<file path="src/rtl/jt12_slot_wr.sv">
// -----------------------------------------------------------------------------
// jt12_slot_wr
//   Write-merge stage in front of the 24-slot per-operator shift ring. Owns the
//   slot counter that defines ring order, and substitutes a pending register
//   write into the ring input at the moment its target slot passes. Otherwise
//   the ring's last stage is recirculated unchanged.
//
//   Slot order: slot = grp*6 + chi
//     chi 0..5 <- wr_ch 0,1,2,4,5,6   (wr_ch 3 and 7 are invalid)
//     grp 0..3 <- operator S1,S3,S2,S4 (wr_op 0=S1, 1=S2, 2=S3, 3=S4)
//
//   Optional build macro: JT12_SLOT_WR_INITCLR_EN
//     When defined, reset release starts a one-revolution sweep that forces
//     ring_out to zero for 24 clk_en edges (slots 0..23). wr_busy is high for
//     the whole sweep and no wr_done is produced at its end.
//
// Ports
//   clk, rst   clock, asynchronous active-high reset
//   clk_en     ring/slot counter advance enable
//   wr_req     write request, sampled every clk
//   wr_ch      target channel (register encoding)
//   wr_op      target operator
//   wr_data    value to store
//   wr_busy    write pending (or init sweep running); requests ignored
//   wr_done    one-clk pulse on commit or rejection
//   wr_err     qualifies wr_done: 1 = rejected for invalid channel
//   ring_in    ring last stage, fed back
//   ring_out   value entering ring stage 1 (combinational from ring_in)
//   slot_cnt   slot entering the ring on the next clk_en edge, 0..23
//   zero       high while slot_cnt == 0
//
// Handshake: wr_req/wr_busy behave as valid/ready with ready = ~wr_busy. A
// request is taken on any clk edge where wr_req=1 and wr_busy=0; it is finished
// by the wr_done pulse. While wr_busy=1 the request is simply not taken, so a
// requester keeps wr_req high until its wr_done (or err) arrives.
// -----------------------------------------------------------------------------
module jt12_slot_wr #(
  parameter int width = 5
) (
  input  logic             clk,
  input  logic             rst,
  input  logic             clk_en,
  input  logic             wr_req,
  input  logic [2:0]       wr_ch,
  input  logic [1:0]       wr_op,
  input  logic [width-1:0] wr_data,
  output logic             wr_busy,
  output logic             wr_done,
  output logic             wr_err,
  input  logic [width-1:0] ring_in,
  output logic [width-1:0] ring_out,
  output logic [4:0]       slot_cnt,
  output logic             zero
);

  typedef enum logic [1:0] {
    ST_IDLE  = 2'd0,
    ST_BUSY  = 2'd1,
    ST_SWEEP = 2'd2
  } state_t;

`ifdef JT12_SLOT_WR_INITCLR_EN
  localparam state_t RST_STATE = ST_SWEEP;
`else
  localparam state_t RST_STATE = ST_IDLE;
`endif

  // Exposed for checkers bound by hierarchy.
  state_t           state;
  logic [4:0]       target_q;
  logic [width-1:0] data_q;
  logic             hit;
  logic             ch_valid;
  logic [4:0]       target_d;

  // Channel 3 and 7 have no slot.
  assign ch_valid = (wr_ch[1:0] != 2'b11);

  // chi: channels 4..6 fold down by one to 3..5.
  // grp: operator bits swapped, giving S1,S3,S2,S4 order.
  // grp*6 = grp*4 + grp*2.
  always_comb begin
    logic [2:0] chi;
    logic [1:0] grp;
    chi      = wr_ch[2] ? (wr_ch - 3'd1) : wr_ch;
    grp      = {wr_op[0], wr_op[1]};
    target_d = {1'b0, grp, 2'b00} + {2'b00, grp, 1'b0} + {2'b00, chi};
  end

  assign hit      = (state == ST_BUSY) && (slot_cnt == target_q);
  assign wr_busy  = (state != ST_IDLE);
  assign zero     = (slot_cnt == 5'd0);
  assign ring_out = (state == ST_SWEEP) ? '0 :
                    hit                 ? data_q : ring_in;

  always_ff @(posedge clk or posedge rst) begin
    if (rst) begin
      state    <= RST_STATE;
      slot_cnt <= 5'd0;
      target_q <= 5'd0;
      data_q   <= '0;
      wr_done  <= 1'b0;
      wr_err   <= 1'b0;
    end else begin
      wr_done <= 1'b0;
      wr_err  <= 1'b0;

      if (clk_en)
        slot_cnt <= (slot_cnt == 5'd23) ? 5'd0 : slot_cnt + 5'd1;

      case (state)
        ST_IDLE: begin
          if (wr_req) begin
            if (ch_valid) begin
              target_q <= target_d;
              data_q   <= wr_data;
              state    <= ST_BUSY;
            end else begin
              wr_done <= 1'b1;
              wr_err  <= 1'b1;
            end
          end
        end
        ST_BUSY: begin
          // hit can sit high with clk_en low; the write lands only when the
          // ring actually shifts.
          if (hit && clk_en) begin
            state   <= ST_IDLE;
            wr_done <= 1'b1;
          end
        end
        ST_SWEEP: begin
          // Sweep began at slot 0, so the edge leaving slot 23 ends it.
          if (clk_en && (slot_cnt == 5'd23))
            state <= ST_IDLE;
        end
        default: state <= ST_IDLE;
      endcase
    end
  end

endmodule

</file>
<file path="config.mk">
export PLATFORM = sky130hd
export DESIGN_NAME = jt12_slot_wr
export DESIGN_NICKNAME = d
export VERILOG_FILES = /design/src/rtl/jt12_slot_wr.sv
export SDC_FILE = /design/constraint.sdc
export NUM_CORES = 1
export LEC_CHECK = 0
export BUFFER_PORTS_ARGS = -buffer_cell sky130_fd_sc_hd__buf_2
export CORE_MARGIN = 10
export CORE_UTILIZATION = 44
export CTS_CLUSTER_SIZE = 20
export DETAILED_ROUTE_END_ITERATION = 8
export PLACE_DENSITY_LB_ADDON = 0.3
export SLEW_MARGIN = 30
export SYNTH_ARGS = -nofsm -noshare
export SYNTH_HDL_FRONTEND = slang
export SYNTH_SLANG_ARGS = --single-unit
export TNS_END_PERCENT = 100
</file>
<file path="constraint.sdc">
create_clock -name clk -period 1.7 [get_ports clk]
set_clock_uncertainty 0.1 [all_clocks]
set_input_delay 0.17 -clock clk [delete_from_list [all_inputs] [get_ports clk]]
set_output_delay 0.17 -clock clk [all_outputs]
set_load 0.005 [all_outputs]
</file>
==> results of run 1 <==
==> cell families after synthesis <==
logic type | Yosys count
simple gates | 16
mux | 15
flops | 18
fa+ha+maj | 8
compound gates | 8
xor+xnor | 7
buf+inv | 12
==> worst max-delay path, delay by kind of cell (launching register included) <==
| family | cells | cell delay [ps] |
|---|---|---|
| buf+inv | 2 | 270 |
| mux | 1 | 300 |
| simple gates | 2 | 310 |
| xor+xnor | 1 | 180 |
| flops | 1 | 420 |
==> stage by stage <==
step	utilization (%)	instance area (um2)	hold WS (ps)	power, W
6_report	70.0	1560	8.94	0.00210
5_1_grt	70.0	1560	1.01	0.00225
4_1_cts	67.6	1510	2.08	0.00207
3_5_place_dp	61.4	1370	195	0.00169
3_3_place_gp	61.4	1370	195	0.00165
2_1_floorplan	-	1090	8.57	0.00134
==> path summary, 6_finish.rpt <==
kind                                    startpoint                 endpoint  slack [ps]  cells past startpoint
max reg2reg                   state[0]$_DFFE_PP0P_  target_q[2]$_DFFE_PP0P_         210                      3
min                                     wr_data[0]    data_q[0]$_DFFE_PP0P_           9                      2
min in group asynchronous                      rst    data_q[1]$_DFFE_PP0P_         400                      3
max                        slot_cnt[1]$_DFFE_PP0P_              ring_out[2]        -330                      6
min reg2reg                  data_q[1]$_DFFE_PP0P_    data_q[1]$_DFFE_PP0P_         420                      1
max in group asynchronous                      rst  slot_cnt[1]$_DFFE_PP0P_         680                      3
==> cell usage after synthesis, drive strengths merged <==
library cell,count,area [um2]
mux2i,1,10.0
and3b,1,8.76
dfrtp,18,450
mux2,14,176
buf,2,16.3
ha,6,75.1
a21oi,2,10.0
a21o,2,16.3
a211oi,1,7.51
o21ai,3,15.0
nand4,2,18.8
clkbuf,1,3.75
xor2,2,17.5
xnor2,5,51.3
inv,9,33.8
nand3,2,10.0
nand4b,1,8.76
nor3,1,16.3
nand2b,2,12.5
nor2,2,7.51
nor3b,1,7.51
fa,2,40.0
nor4b,1,8.76
nand2,3,11.3
==> what timing repair did <==
item                                   CTS  global route
gates resized for setup                 18             4
hold buffers                             1             3
setup endpoints to repair                8             8
pin swaps                                0             0
endpoints found under the hold margin   18             3
setup buffers                            2             1
==> per-layer routing <==
| metal | share of wire [%] | routed length [um] |
|---|---|---|
| met2 | 51 | 1200 |
| met1 | 39 | 900 |
| met5 | 0 | 0 |
| met4 | 0.73 | 17 |
| met3 | 9.3 | 217 |
==> power groups by stage <==
stage          registers [W]  logic, W  clock network (W)
2_1_floorplan       0.000758  0.000579                  0
3_3_place_gp        0.000750  0.000898                  0
3_5_place_dp        0.000759  0.000927                  0
4_1_cts             0.000757   0.00104           0.000269
5_1_grt             0.000778   0.00118           0.000290
6_report            0.000754   0.00108           0.000261
==> sequential cells by signal (all words and copies together) (netlist names) <==
signal,count
slot_cnt,5
target_q,5
data_q,5
wr_done,1
wr_err,1
state,1
==> layout make-up <==
type	instances	area share [%]
timing repair buffer	51	24.7
multi-input combinational	54	38.2
clock buffer	4	2.32
sequential	18	28.8
tap	28	2.24
inverter	9	3.76
==> flow_summary_export.csv, run 1 <==
group,metric,value,unit
cells_and_area,mostFrequentLayoutCell,"buf_2",
yosys,yosysSeqAreaShare,43.6,%
timing,hold_violations,0,
global_routing,grtUsageMet3,4.08,%
yosys,synthAdderAreaFrac,11.1,%
critical_path,crit_fanout,6,
timing,finalCriticalPeriod,2030,ps
detailed_routing,antenna_left,0,
timing,slew_violations,0,
clock_tree,cts_made_buffers,3,
global_routing,grt_max_degree,19,
cells_and_area,diodes,0,
critical_path,end_kind,"output pin",
job,drv_cap,0,
detailed_routing,viasPerCell,4.87,
yosys,synth_top_family_by_area,"multiplexers",
cells_and_area,fillerInstances,168,
yosys,synth-simple-area-share,10.7,%
timing,grt_setup_unrepaired,"yes",
cells_and_area,regArea,450,um2
critical_path,crit_required,1430,ps
yosys,yosys_warnings,0,
power,vdd_ir_drop_max,1.21,mV
hold_path,hp-class,"in -> reg",
detailed_routing,route.detailed.wl_per_inst,14.2,um
power,clkPwrFrac,12.4,%
global_routing,grtUsageMet2,19.0,%
timing,tightest_slew,653,ps
cells_and_area,layout_common_cells,"25 x buf_2, 18 x dfrtp_1, 13 x buf_4",
timing,setup_ws,-333,ps
critical_path,crit_type,"reg -> out",
yosys,synth_cells,84,
global_routing,overflow,0,
yosys,synth.area.mux_share,18.0,%
yosys,syn_area,1030,um2
power,internal_power,0.00138,W
clock_tree,clk_pin_slew,100,ps
timing,setup_tns,-1830,ps
yosys,syn-num-nets,111,
global_routing,globalRouteTotalUtil,10.2,%
timing,fin_crit_sh,120,%
power,switching_share,34.0,%
yosys,ys_types,29,
detailed_routing,wirelength,2330,um
placement,hpwl,1810,um
detailed_routing,drt_iter0_drc,8,
floorplanning,core_area,2230,um2
clock_tree,root_buffer,"clkbuf_4",
yosys,synth-xor-area-share,6.66,%
placement,gp_congestion,0.719,
global_routing,grt_pass1_wl,3680,um
yosys,synth-compound-area-share,4.72,%
detailed_routing,dr.pass1.iters,4,
cells_and_area,multiInputGateArea,597,um2
clock_tree,clk_latency,290,ps
timing,slew_headroom,56.4,%
placement,port_buffers,32,
yosys,ys_ff_latch,18,
critical_path,worstPathArrival,1760,ps
cells_and_area,final_cells,164,
critical_path,crit_path_start_kind,"flip-flop",
clock_tree,tritoncts,"done",
yosys,avgSynthCellArea,12.3,um2
critical_path,crit_slowest_cell,"dfrtp_1",
clock_tree,cts_htree_levels,1,
placement,dp_cells,154,
detailed_routing,drc,0,
timing,finalSetupViolations,8,
power,combPwrFrac,51.6,%
critical_path,critical-path-max-stage-delay,420,ps
clock_tree,clock_sinks,18,
cells_and_area,drive_above_1_share,58.8,%
cells_and_area,areaGrowthSynthToFinish,51.2,%
floorplanning,die_w,68.5,um
global_routing,grtUsageMet1,10.5,%
floorplanning,initial_utilization,46.3,%
outcome,status,"complete, but fails checks",
power,leakagePower,0.779,nW
power,p_switching,0.000712,W
floorplanning,fp.dieH,68.5,um
cells_and_area,layout.nets,164,
floorplanning,rows,17,
critical_path,cp_cell_sequence,"xnor2_2 -> nand4_2 -> nor3_4 -> buf_12 -> mux2_4 -> buf_6",
global_routing,top_usage_layer,"met2",
floorplanning,num_io_pins,33,
power,powerDensity,1340,nW/um2
power,p_seq_share,36.0,%
timing,fmax,0.492,GHz
outcome,failed_checks,"negative setup slack",
global_routing,antenna_found_initial,0,
clock_tree,cts_max_path_buffers,2,
detailed_routing,vias,799,
floorplanning,dieArea,4690,um2
global_routing,grt_pass1_vias,825,
placement,post-place-ws,-529,ps
No activity file was read; power rests on OpenSTA's default activity.
==> inputs of run 2 (changes only) <==
- SKIP_CTS_REPAIR_TIMING: unset -> 1
==> run 2 against run 1 <==
- the run still ends with negative setup slack left
- cell count shrank 0.61%
- first-iteration DRC count shrank 25%
- non-clock buffer count shrank 1
- largest power group unchanged
- highest routed layer unchanged
==> flow_summary_export.csv, run 2 (synthesized netlist as in run 1, its figures left out) <==
group,metric,value,unit
critical_path,cp-endpoint,"ring_out[2]",
timing,slew_headroom,55.9,%
detailed_routing,drc,0,
clock_tree,cts_made_buffers,3,
critical_path,cp_cell_sequence,"xnor2_2 -> nand4_2 -> nor3_4 -> buf_12 -> mux2_4 -> buf_2",
power,p_total,0.00204,W
placement,hpwl,1810,um
global_routing,grt_pass1_vias,773,
critical_path,r2r-start,"state[0]$_DFFE_PP0P_",
job,drv_cap,0,
power,leakagePower,0.763,nW
hold_path,min_delay_path_depth,2,
detailed_routing,vias,799,
detailed_routing,drt_iter0_drc,6,
floorplanning,dieArea,4690,um2
clock_tree,cts_htree_levels,1,
critical_path,crit_start,"slot_cnt[1]$_DFFE_PP0P_",
critical_path,cp.depth,6,
critical_path,rrSetupSlack,210,ps
cells_and_area,regArea,450,um2
cells_and_area,final_cells,163,
global_routing,overflow,0,
clock_tree,root_buffer,"clkbuf_4",
hold_path,hp-class,"in -> reg",
outcome,failed_checks,"negative setup slack",
clock_tree,cts_max_path_buffers,2,
detailed_routing,antenna_left,0,
timing,setup_ws,-332,ps
clock_tree,clk_pin_slew,100,ps
cells_and_area,diodes,0,
critical_path,crit_fanout,6,
critical_path,regToRegEndpoint,"target_q[2]$_DFFE_PP0P_",
placement,gp_congestion,0.719,
timing,fin_crit_sh,120,%
power,powerDensity,1340,nW/um2
critical_path,path_buf_inv,2,
cells_and_area,fillerInstances,172,
outcome,status,"complete, but fails checks",
timing,finalSetupViolations,8,
floorplanning,die_w,68.5,um
clock_tree,tritoncts,"done",
cells_and_area,mostFrequentLayoutCell,"buf_2",
floorplanning,core_area,2230,um2
cells_and_area,top_regs,"data_q: 5 flops, slot_cnt: 5 flops, target_q: 5 flops",
cells_and_area,layout_common_cells,"29 x buf_2, 18 x dfrtp_1, 12 x buf_4",
critical_path,reg2reg_depth,3,
timing,hold_violations,0,
global_routing,grt_pass1_wl,3330,um
global_routing,antenna_found_initial,0,
critical_path,crit_type,"reg -> out",
detailed_routing,viasPerCell,4.90,
timing,slew_violations,0,
detailed_routing,route.detailed.wl_per_inst,14.0,um
timing,grt_setup_unrepaired,"yes",
global_routing,globalRouteTotalUtil,9.28,%
floorplanning,num_io_pins,33,
critical_path,end_kind,"output pin",
placement,port_buffers,32,
clock_tree,clk_latency,290,ps
detailed_routing,dr.pass1.iters,2,
critical_path,crit_slowest_cell,"dfrtp_1",
cells_and_area,drive_above_1_share,58.5,%
floorplanning,initial_utilization,46.3,%
detailed_routing,wirelength,2290,um
cells_and_area,finalCoreUtilization,68.0,%
timing,fmax,0.492,GHz
floorplanning,rows,17,
critical_path,cpLargestDelayFamily,"flip-flops",
critical_path,crit_path_start_kind,"flip-flop",
placement,dp_cells,154,
global_routing,grt_max_degree,19,
cells_and_area,layout.nets,163,
clock_tree,clock_sinks,18,
placement,post_dp_cell_area,1370,um2
critical_path,worstPathArrival,1760,ps
timing,finalCriticalPeriod,2030,ps
timing,setup_tns,-1870,ps
critical_path,critical-path-max-stage-delay,420,ps
critical_path,crit_required,1430,ps
cells_and_area,final_area,1520,um2
cells_and_area,multiInputGateArea,587,um2
timing,tightest_slew,661,ps
cells_and_area,areaGrowthSynthToFinish,46.9,%
power,vdd_ir_drop_max,1.15,mV
floorplanning,fp.dieH,68.5,um
## run 2: worst min-delay path by stage
stage / to / from
after floorplan: data_q[0]$_DFFE_PP0P_ / rst
after global placement: data_q[1]$_DFFE_PP0P_ / rst
after detailed placement: data_q[1]$_DFFE_PP0P_ / rst
after CTS: slot_cnt[3]$_DFFE_PP0P_ / rst
after global routing: data_q[0]$_DFFE_PP0P_ / wr_data[0]
final: data_q[0]$_DFFE_PP0P_ / wr_data[0]
## run 2: area by class of cell
cell class / count / area share (%)
clock buffers: 4 / 2.39
well taps: 28 / 2.31
flip-flops and latches: 18 / 29.7
repair buffers: 50 / 23.2
multi-input cells: 54 / 38.7
inverters: 9 / 3.71
## run 2: power breakdown
group / internal [W] / switching [W]
registers: 0.000613 / 0.000142
clock network: 0.000131 / 0.000131
logic: 0.000601 / 0.000419
## run 2: per-stage QoR
step | worst slack, ps | hold WS (ps)
floorplan | -276 | 8.57
global placement | -493 | 195
detailed placement | -529 | 195
CTS | -376 | -135
global route | -431 | -0.956
finish | -332 | 11.6
## run 2: routing by layer
metal  share of wire [%]  global-route usage [%]
met4                0.74                    2.26
met5                   0                       0
met3                  11                    4.24
met1                  37                    9.23
met2                  51                    17.1
==> inputs of run 3 (changes only) <==
- ABC_AREA: unset -> 1
- CORE_UTILIZATION: 44 -> 45
==> run 3 against run 2 <==
- die area up 4.2%
- via count up 41%
- synthesized area up 8.4%
- cell area up 6.3%
- fmax up 10%
- hold slack better by 47 ps
- sequential power up 6.3%
- the run still ends with negative setup slack left
- non-clock buffer count up 1
- critical path depth up 2
- sequential share of layout area down 1.4 points
- critical endpoint unchanged
==> flow_summary_export.csv, run 3 <==
group,metric,value,unit
power,powerDensity,1420,nW/um2
detailed_routing,route.detailed.wl_per_inst,13.0,um
outcome,status,"complete, but fails checks",
placement,gp_congestion,0.790,
job,drv_cap,0,
placement,dp_cells,213,
hold_path,hold_start,"clk_en",
yosys,synth_edf_count,0,
yosys,yosysSeqAreaShare,40.2,%
global_routing,grt_pass1_vias,1082,
yosys,synth_top_area_share,40.2,%
timing,slew_violations,0,
floorplanning,initial_utilization,46.0,%
timing,tightest_slew,699,ps
detailed_routing,viasPerCell,4.93,
yosys,yosys_most_used_dff,"dfrtp_1",
global_routing,antenna_found_initial,0,
critical_path,end_kind,"output pin",
floorplanning,num_io_pins,33,
power,p_total,0.00230,W
floorplanning,rows,18,
yosys,synth_cells,146,
yosys,yosys-top-cells-area,"dfrtp_1 40%, nand2_1 17%, ha_1 6.7%, inv_1 6.7%, nand3_1 4.5%",
detailed_routing,drc,0,
critical_path,cp_cell_sequence,"buf_4 -> nand2_2 -> nand2_1 -> nor2_2 -> nand3_4 -> nand2_1 -> nand2_1 -> buf_2",
placement,port_buffers,32,
yosys,avgSynthCellArea,7.67,um2
power,leakagePower,0.878,nW
yosys,syn_area,1120,um2
detailed_routing,drt_iter0_drc,91,
critical_path,cp_common_cell,"nand2_1",
clock_tree,clk_latency,300,ps
outcome,failed_checks,"negative setup slack",
detailed_routing,dr.pass1.iters,4,
clock_tree,clock_sinks,18,
power,clkPwrFrac,11.9,%
critical_path,crit_path_start_kind,"flip-flop",
power,internal_power,0.00126,W
floorplanning,core_area,2430,um2
cells_and_area,drive_above_1_share,44.7,%
floorplanning,dieArea,4880,um2
detailed_routing,vias,1129,
yosys,syn-num-nets,173,
critical_path,critical-path-max-stage-delay,440,ps
cells_and_area,areaGrowthSynthToFinish,44.0,%
cells_and_area,layout_common_cells,"43 x nand2_1, 30 x buf_2, 16 x inv_1",
global_routing,overflow,0,
clock_tree,cts_max_path_buffers,2,
timing,finalCriticalPeriod,1840,ps
yosys,postSynth.asyncResetShare,100,%
global_routing,grt_max_degree,19,
yosys,yosys_warnings,0,
clock_tree,root_buffer,"clkbuf_4",
critical_path,crit_slowest_cell,"dfrtp_1",
power,p_seq_share,35.0,%
placement,hpwl,2170,um
detailed_routing,wirelength,2990,um
timing,finalSetupViolations,6,
critical_path,crit_type,"reg -> out",
cells_and_area,mostFrequentLayoutCell,"nand2_1",
timing,setup_tns,-591,ps
cells_and_area,diodes,0,
timing,hold_violations,0,
critical_path,r2r-start,"slot_cnt[1]$_DFFE_PP0P_",
power,p_switching,0.00103,W
critical_path,worstPathArrival,1570,ps
clock_tree,cts_htree_levels,1,
cells_and_area,fillerInstances,191,
timing,grt_setup_unrepaired,"yes",
timing,slew_headroom,53.3,%
cells_and_area,layout.nets,227,
power,combPwrFrac,53.1,%
timing,setup_ws,-144,ps
yosys,ys_ff_latch,18,
floorplanning,fp.dieH,69.9,um
global_routing,globalRouteTotalUtil,11.1,%
yosys,ys_types,20,
timing,fmax,0.542,GHz
critical_path,crit_required,1430,ps
yosys,synth.most_common_cell,"nand2_1",
timing,fin_crit_sh,108,%
clock_tree,clk_pin_slew,110,ps
critical_path,crit_start,"slot_cnt[1]$_DFFE_PP0P_",
floorplanning,die_w,69.9,um
yosys,synthTopCellsByCount,"51 x nand2_1, 20 x inv_1, 18 x dfrtp_1",
detailed_routing,antenna_left,0,
power,vdd_ir_drop_max,0.831,mV
yosys,yosysTopAreaCell,"dfrtp_1",
clock_tree,tritoncts,"done",
critical_path,crit_fanout,7,
clock_tree,cts_made_buffers,3,
power,switching_share,45.0,%
hold_path,hp-class,"in -> reg",
cells_and_area,top_regs,"data_q: 5 flops, slot_cnt: 5 flops, target_q: 5 flops",
cells_and_area,final_cells,229,
global_routing,grt_pass1_wl,4600,um
run 3: changes by cell type in the layout (fill, tap and decap cells not counted), moves of 5 or more:
cell / change
inv_1: +11
mux2_2: -7
mux2_4: -7
nand2_1: +40
nor2_2: +5
nand2_2: +10
inv_2: +5
run 3: power by group through the flow:
stage                     clock, W  combinational [W]  sequential [W]
after detailed placement         0           0.000963        0.000800
after global placement           0           0.000925        0.000795
final                     0.000274            0.00122        0.000804
after CTS                 0.000275           0.000971        0.000792
after global routing      0.000298            0.00137        0.000831
after floorplan                  0           0.000678        0.000770
run 3: logic make-up (layout without fill, tap and decap cells):
family                     count (synthesis)  in the layout  share of synthesized area, %
adders and majority gates                  8              8                          10.3
AOI/OAI and AO/OA                         11             11                          5.25
xor gates and xnor gates                   2              2                          1.56
and+or+nand+nor                           80             80                          33.2
DFF                                       18             18                          40.2
buffers and inverters                     27             80                          9.50
run 3: final timing paths:
path,slack [ps],endpoint,depth (start not counted)
setup / recovery,-140,ring_out[2],8
hold / removal,60,slot_cnt[0]$_DFFE_PP0P_,2
setup reg to reg,210,state[0]$_DFFE_PP0P_,8
hold reg to reg,390,data_q[2]$_DFFE_PP0P_,2
max in group asynchronous,610,state[0]$_DFFE_PP0P_,3
min in group asynchronous,410,wr_done$_DFF_PP0_,3
run 3: critical path, delay by kind of cell, from the launching register on:
family,cells,cell delay (ps)
and+or+nand+nor,6,530
buffers and inverters,2,290
DFF,1,440
run 3: final cells by class:
class | count | area (um2) | share of cell area (%)
inverters | 25 | 114 | 7.06
multi-input cells | 101 | 631 | 39.1
flip-flops and latches | 18 | 455 | 28.2
well taps | 30 | 37.5 | 2.33
clock buffers | 4 | 36.3 | 2.25
repair buffers | 51 | 339 | 21.0
run 3: per-stage QoR:
step	util [%]	hold WS [ps]	cell area, um2	setup slack [ps]
5_1_grt	66.3	92.9	1610	-238
2_1_floorplan	-	8.57	1150	-170
4_1_cts	58.7	-123	1430	-133
6_report	66.3	59.0	1610	-144
3_3_place_gp	57.3	188	1390	-368
3_5_place_dp	57.3	207	1390	-453
run 3: layer usage:
layer  track usage, %  vias to the layer above  part of all wire (%)
li1                 -                      557                     -
met1             11.5                      529                    36
met2             20.1                       37                    53
met3             3.39                        6                   8.7
met4             4.61                        0                   2.2
met5                0                        -                     0
